### src/rtl/lfsr_demux_pkg.sv
// Shared definitions for the LFSR demux sequencer: mode encoding and the
// maximal-length Fibonacci tap masks for LFSR widths 3..24.
package lfsr_demux_pkg;

  typedef enum logic [1:0] {
    MODE_SELECT = 2'b00,
    MODE_SCAN   = 2'b01,
    MODE_ALL    = 2'b10,
    MODE_OFF    = 2'b11
  } mode_e;

  // Tap mask: bit (n-1) set for polynomial term x^n. Widths outside 3..24 return 0.
  function automatic logic [23:0] lfsr_taps(input int unsigned width);
    logic [23:0] m;
    case (width)
      3:       m = 24'h000006;
      4:       m = 24'h00000C;
      5:       m = 24'h000014;
      6:       m = 24'h000030;
      7:       m = 24'h000060;
      8:       m = 24'h0000B8;
      9:       m = 24'h000110;
      10:      m = 24'h000240;
      11:      m = 24'h000500;
      12:      m = 24'h000829;
      13:      m = 24'h00100D;
      14:      m = 24'h002015;
      15:      m = 24'h006000;
      16:      m = 24'h00D008;
      17:      m = 24'h012000;
      18:      m = 24'h020400;
      19:      m = 24'h040023;
      20:      m = 24'h090000;
      21:      m = 24'h140000;
      22:      m = 24'h300000;
      23:      m = 24'h420000;
      24:      m = 24'hE10000;
      default: m = '0;
    endcase
    return m;
  endfunction

endpackage

### src/rtl/lfsr_gen.sv
// Free-running Fibonacci LFSR with enable. o_period_end flags the cycle whose
// advance brings the register back to SEED.
module lfsr_gen
  import lfsr_demux_pkg::*;
#(
  parameter int unsigned WIDTH = 22,
  parameter int unsigned SEED  = 1
) (
  input  logic             i_clk,
  input  logic             i_rst,
  input  logic             i_en,
  output logic [WIDTH-1:0] o_lfsr_data,
  output logic             o_period_end
);

  localparam logic [23:0]      TAP_ALL  = lfsr_taps(WIDTH);
  localparam logic [WIDTH-1:0] TAPS     = TAP_ALL[WIDTH-1:0];
  localparam logic [23:0]      SEED_ALL = 24'(SEED);
  localparam logic [WIDTH-1:0] SEED_V   = SEED_ALL[WIDTH-1:0];

  logic [WIDTH-1:0] lfsr_q, lfsr_d;

  // Shift toward the MSB, XOR of tapped bits enters at bit 0.
  always_comb lfsr_d = {lfsr_q[WIDTH-2:0], ^(lfsr_q & TAPS)};

  // LFSR register: reset/reload to SEED, advance only when enabled.
  always_ff @(posedge i_clk) begin
    if (i_rst)     lfsr_q <= SEED_V;
    else if (i_en) lfsr_q <= lfsr_d;
  end

  assign o_lfsr_data  = lfsr_q;
  assign o_period_end = i_en && (lfsr_d == SEED_V);

endmodule

### src/rtl/lfsr_demux_sequencer.sv
// LFSR-timed demux sequencer: a toggle bit and scan index advance once per LFSR
// period and are steered onto NUM_CH registered outputs according to i_mode.
// Optional macro LFSR_DEMUX_SEQUENCER_SYNC_EN: two-flop synchronizers on
// i_sel, i_mode and i_hold (adds two cycles of input-to-effect latency).
module lfsr_demux_sequencer
  import lfsr_demux_pkg::*;
#(
  parameter  int unsigned LFSR_WIDTH = 22,
  parameter  int unsigned LFSR_SEED  = 1,
  parameter  int unsigned NUM_CH     = 4,
  localparam int unsigned SEL_W      = $clog2(NUM_CH)
) (
  input  logic              i_clk,
  input  logic              i_rst,
  input  logic [SEL_W-1:0]  i_sel,
  input  logic [1:0]        i_mode,
  input  logic              i_hold,
  output logic [NUM_CH-1:0] o_data,
  output logic              o_tick
);

  if (LFSR_WIDTH < 3 || LFSR_WIDTH > 24) begin : g_bad_width
    $error("lfsr_demux_sequencer: LFSR_WIDTH must be 3..24");
  end
  if (LFSR_SEED == 0 || LFSR_SEED >= (1 << LFSR_WIDTH)) begin : g_bad_seed
    $error("lfsr_demux_sequencer: LFSR_SEED must be nonzero and below 2^LFSR_WIDTH");
  end
  if (NUM_CH < 2 || NUM_CH > 16 || (NUM_CH & (NUM_CH - 1)) != 0) begin : g_bad_ch
    $error("lfsr_demux_sequencer: NUM_CH must be a power of two in 2..16");
  end

  logic [SEL_W-1:0] sel_u;
  logic [1:0]       mode_raw;
  logic             hold_u;
  mode_e            mode_u;

`ifdef LFSR_DEMUX_SEQUENCER_SYNC_EN
  logic [SEL_W+2:0] sync1_q, sync2_q;

  // Two-flop synchronizer for the control inputs.
  always_ff @(posedge i_clk) begin
    if (i_rst) begin
      sync1_q <= '0;
      sync2_q <= '0;
    end else begin
      sync1_q <= {i_hold, i_mode, i_sel};
      sync2_q <= sync1_q;
    end
  end

  assign {hold_u, mode_raw, sel_u} = sync2_q;
`else
  assign hold_u   = i_hold;
  assign mode_raw = i_mode;
  assign sel_u    = i_sel;
`endif

  assign mode_u = mode_e'(mode_raw);

  logic [LFSR_WIDTH-1:0] lfsr_w;
  logic                  period_end;

  lfsr_gen #(
    .WIDTH (LFSR_WIDTH),
    .SEED  (LFSR_SEED)
  ) u_lfsr (
    .i_clk        (i_clk),
    .i_rst        (i_rst),
    .i_en         (!hold_u),
    .o_lfsr_data  (lfsr_w),
    .o_period_end (period_end)
  );

  // The all-zero state is the lock-up state of an XOR LFSR and must never appear.
  always_ff @(posedge i_clk) begin
    if (!i_rst) assert (lfsr_w != '0);
  end

  logic              tog_q;
  logic [SEL_W-1:0]  idx_q;
  logic              pe_q;
  logic              tick_q;
  logic [NUM_CH-1:0] data_q, data_d;

  // Output pattern from the current toggle/index state and the selected mode.
  always_comb begin
    data_d = '0;
    case (mode_u)
      MODE_SELECT: data_d[sel_u] = tog_q;
      MODE_SCAN:   data_d[idx_q] = 1'b1;
      MODE_ALL:    data_d        = {NUM_CH{tog_q}};
      default:     data_d        = '0;
    endcase
  end

  // Period-driven state and registered outputs. pe_q delays the period-end
  // flag so o_tick lines up with the o_data update that follows a toggle.
  always_ff @(posedge i_clk) begin
    if (i_rst) begin
      tog_q  <= 1'b0;
      idx_q  <= '0;
      pe_q   <= 1'b0;
      data_q <= '0;
      tick_q <= 1'b0;
    end else if (hold_u) begin
      tick_q <= 1'b0;
    end else begin
      data_q <= data_d;
      tick_q <= pe_q;
      pe_q   <= period_end;
      if (period_end) begin
        tog_q <= ~tog_q;
        idx_q <= idx_q + 1'b1;
      end
    end
  end

  assign o_data = data_q;
  assign o_tick = tick_q;

endmodule

### config.mk
export PLATFORM = sky130hd
export DESIGN_NAME = lfsr_demux_sequencer
export DESIGN_NICKNAME = d
export VERILOG_FILES = /design/src/rtl/lfsr_demux_pkg.sv /design/src/rtl/lfsr_gen.sv /design/src/rtl/lfsr_demux_sequencer.sv
export SDC_FILE = /design/constraint.sdc
export NUM_CORES = 1
export LEC_CHECK = 0
export CAP_MARGIN = 20
export CORE_ASPECT_RATIO = 0.7
export CORE_MARGIN = 10
export CORE_UTILIZATION = 40
export DETAILED_ROUTE_END_ITERATION = 8
export DONT_BUFFER_PORTS = 1
export GPL_ROUTABILITY_DRIVEN = 0
export PLACE_DENSITY = 0.62
export SETUP_SLACK_MARGIN = 0.2
export SLEW_MARGIN = 20
export SYNTH_ARGS = -nofsm -noshare
export SYNTH_HDL_FRONTEND = slang
export SYNTH_SLANG_ARGS = --single-unit
### constraint.sdc
create_clock -name i_clk -period 2 [get_ports i_clk]
set_clock_uncertainty 0.05 [all_clocks]
set_input_delay 0.3 -clock i_clk [delete_from_list [all_inputs] [get_ports i_clk]]
set_output_delay 0.3 -clock i_clk [all_outputs]
set_load 0.02 [all_outputs]
==> reports/results.md <==
| Metric | Value |
|---|---|
| Result of the run | completed |
| Clock period minus worst slack | 1.46 ns |
| Std cell rows | 17 |
| Final design instance area without fill | 1460 µm² |
| CTS HTree Levels | 2 |
| Transition time at the pin with the least slew margin | 0.271 ns |
| Initial antenna violation count | 0 |
| Portion of the post-synthesis area used by sequential elements | 45.7% |
| Period Utilization, post-route | 72.8% |
| Category of the most critical setup path | flop to flop |
| Highest clock rate | 686 MHz |
| Yosys warns | 0 |
| Syn-to-layout area delta | 7.83% |
| Met2 usage | 10.4% |
| Pin count of the biggest net entering global routing | 35 |
| Y dimension of the die | 68.7 µm |
| Endpoint required time on the critical path | 2.12 ns |
| Worst Path Arrival | 1.57 ns |
| DRC | 0 |
| Vias/cell | 4.87 |
| Wire length of the first global-routing pass | 3.60 mm |
| Most used cells in the layout excluding fill and tap cells | sky130_fd_sc_hd__dfxtp_1 (31), sky130_fd_sc_hd__nor2_1 (26), sky130_fd_sc_hd__mux2i_1 (24) |
| Class of the worst hold path | primary input to flop |
| Final Max Slew Viols | 0 |
| CTS tree | built |
| Insertion delay of the later-clocked pin in the worst-skew pair | 0.28 ns |
| Number of sinks on the clock net | 31 |
| Clock-pin slew on the worst setup and hold paths | 0.06 ns |
| Combined area of all synthesized cells | 1360 µm² |
| Post-synth EDFFs | 0 |
| Max Cap Viol | 0 |
| Area of the multi-input gates | 689 µm² |
| Total of flip-flops plus latches after synthesis | 31 |
| Mean post-synth cell area | 10.1 µm² |
| Number of buffers created by CTS | 5 |
| Gate count after technology mapping | 135 |
| Areal power density over the cells | 777 nW/µm² |
| Chip width | 89.6 µm |
| Port Buffer Count | 0 |
| Total global routing track utilization | 8.03% |
| Placed wire-length estimate after detailed placement | 1.59 mm |
| Clock Path Buffers | 2 |
| Setup TNS after final layout | 0 ns |
| Met1 GRT Util | 9.78% |
| Util after Layout | 45.6% |
| Iter 0 DRT Violations | 33 |
| Final-stage net count | 146 |
| Share of flip-flops with an asynchronous set or reset | 0% |
| Post-Place Cell Area | 1380 µm² |
| Category of the worst setup path launch point | flop |
| Footprint of the flip-flops and latches | 621 µm² |
| Leading cell type in the layout, fill and taps excluded | sky130_fd_sc_hd__dfxtp_1 |
| Met3 GRT Util | 5.04% |
| Antenna violation net count after detailed routing | 0 |
| Initial core utilization | 42.3% |
| Grt total ovfl | 0 |
| Cell types occupying the most area after synthesis | sky130_fd_sc_hd__dfxtp_1 (46%), sky130_fd_sc_hd__mux2i_1 (18%), sky130_fd_sc_hd__nor2_1 (7.2%) |
| Number of gates resized after cts | 0 |
| Post-placement setup slack | 0.532 ns |
| Clock root buffer | sky130_fd_sc_hd__clkbuf_8 |
| Top cell type by total area after synthesis | sky130_fd_sc_hd__dfxtp_1 |
| Count of boundary I/O pins | 12 |
| Min-Delay Path Depth | 1 |
| Most congested layer reported by global routing | met2 |
| Final WL | 2.27 mm |
| Nature of the critical path endpoint | flop |
| Portion of synthesized cell area occupied by the leading cell type | 45.7% |
| Detail-routed net length per standard cell | 12.5 µm |
| Count of cells along the worst register-to-register path | 4 |
| Peak supply drop | 0.393 mV |
| Final setup violation count | 0 |
| CTS Hold Bufs | 0 |
| Share of post-route cells with drive strength above 1 | 10.4% |
| Leakage power of the design | 0.601 nW |
| RSZ-0062 raised after global routing | false |
| Die area | 6160 µm² |
| First drt pass iteration count | 4 |
| Synth cell types | 26 |
| Post-CTS setup buffers | 0 |
| Main synth FF type | sky130_fd_sc_hd__dfxtp_1 |
| Setup WS post-layout | 0.543 ns |
| Filler Cells Inserted | 317 |
| Worst slew margin relative to its limit | 81.8% |
| Synthesized Nets | 146 |
| Number of global-route vias before repair | 763 |
| Hold Fails Final Rpt | 0 |
| Worst-path maximum fanout | 3 |
| Floorplan Core Area | 3210 µm² |
| Count of inserted antenna diode cells | 0 |
| Count of vias placed by the detailed router | 887 |
-- sequential cells by signal, summed over array words and instances (netlist names) --
| register | count |
|---|---|
| pe_q | 1 |
| tog_q | 1 |
| o_data | 4 |
| u_lfsr.o_lfsr_data | 22 |
| o_tick | 1 |
| idx_q | 2 |
-- metrics by stage --
stage / hold slack, ns / instances / power [mW]
after floorplan: 0.407 / 135 / 0.689
after global placement: 0.325 / 175 / 0.669
after detailed placement: 0.326 / 175 / 0.670
after CTS: 0.0207 / 182 / 1.16
after global routing: 0.0148 / 182 / 1.19
final: 0.0404 / 182 / 1.14
-- report_power, final --
part	internal, mW	switching, mW	leakage (nW)
Clock	0.269	0.212	0.0470
Combinational	0.0198	0.00827	0.303
Sequential	0.623	0.00507	0.250
-- final cells by class --
| cell class | instances | share of cell area (%) |
|---|---|---|
| clock buffers | 6 | 5.64 |
| multi-input cells | 95 | 47.1 |
| well taps | 47 | 4.02 |
| inverters | 2 | 0.513 |
| flip-flops and latches | 31 | 42.4 |
| clock inverters | 1 | 0.342 |
-- path summary, 6_finish.rpt --
| kind | startpoint | end | slack (ns) |
|---|---|---|---|
| hold reg to reg | pe_q | o_tick | 0.43 |
| hold / removal | i_rst | pe_q | 0.04 |
| setup / recovery | u_lfsr.o_lfsr_data[13] | tog_q | 0.54 |
| setup reg to reg | u_lfsr.o_lfsr_data[13] | tog_q | 0.54 |
-- worst max-delay path, cell delays in order (launching register included) --
cell and delay [ns]:
sky130_fd_sc_hd__dfxtp_1 0.33, sky130_fd_sc_hd__nor4_2 0.29, sky130_fd_sc_hd__nand4_2 0.18, sky130_fd_sc_hd__nor2_4 0.19, sky130_fd_sc_hd__mux2_4 0.31
-- routing by layer --
layer / wire length [µm] / up-vias
met4: 18 / 0
met3: 212 / 2
li1: - / 451
met1: 1080 / 411
met5: 0 / -
met2: 959 / 23
-- Yosys cell counts (2+ instances only) --
cell type / count
sky130_fd_sc_hd__mux2_4: 2
sky130_fd_sc_hd__dfxtp_1: 31
sky130_fd_sc_hd__nand2_1: 8
sky130_fd_sc_hd__a21o_1: 3
sky130_fd_sc_hd__o21bai_1: 3
sky130_fd_sc_hd__inv_1: 2
sky130_fd_sc_hd__nor2b_1: 5
sky130_fd_sc_hd__mux2i_1: 24
sky130_fd_sc_hd__nand2b_1: 4
sky130_fd_sc_hd__a21oi_1: 4
sky130_fd_sc_hd__nor4_2: 2
sky130_fd_sc_hd__buf_2: 5
sky130_fd_sc_hd__ha_1: 4
sky130_fd_sc_hd__nor2_1: 26
-- kinds of logic (layout without fill, tap and decap cells) --
| logic type | after synthesis | count (layout) | share of synthesized area, % |
|---|---|---|---|
| compound gates | 12 | 12 | 5.81 |
| simple gates | 52 | 52 | 20.7 |
| mux | 26 | 26 | 19.9 |
| xor+xnor | 1 | 1 | 0.645 |
| buf+inv | 9 | 9 | 3.50 |
| fa+ha+maj | 4 | 4 | 3.69 |
| flops | 31 | 31 | 45.7 |
No activity file was read; power rests on OpenSTA's default activity.
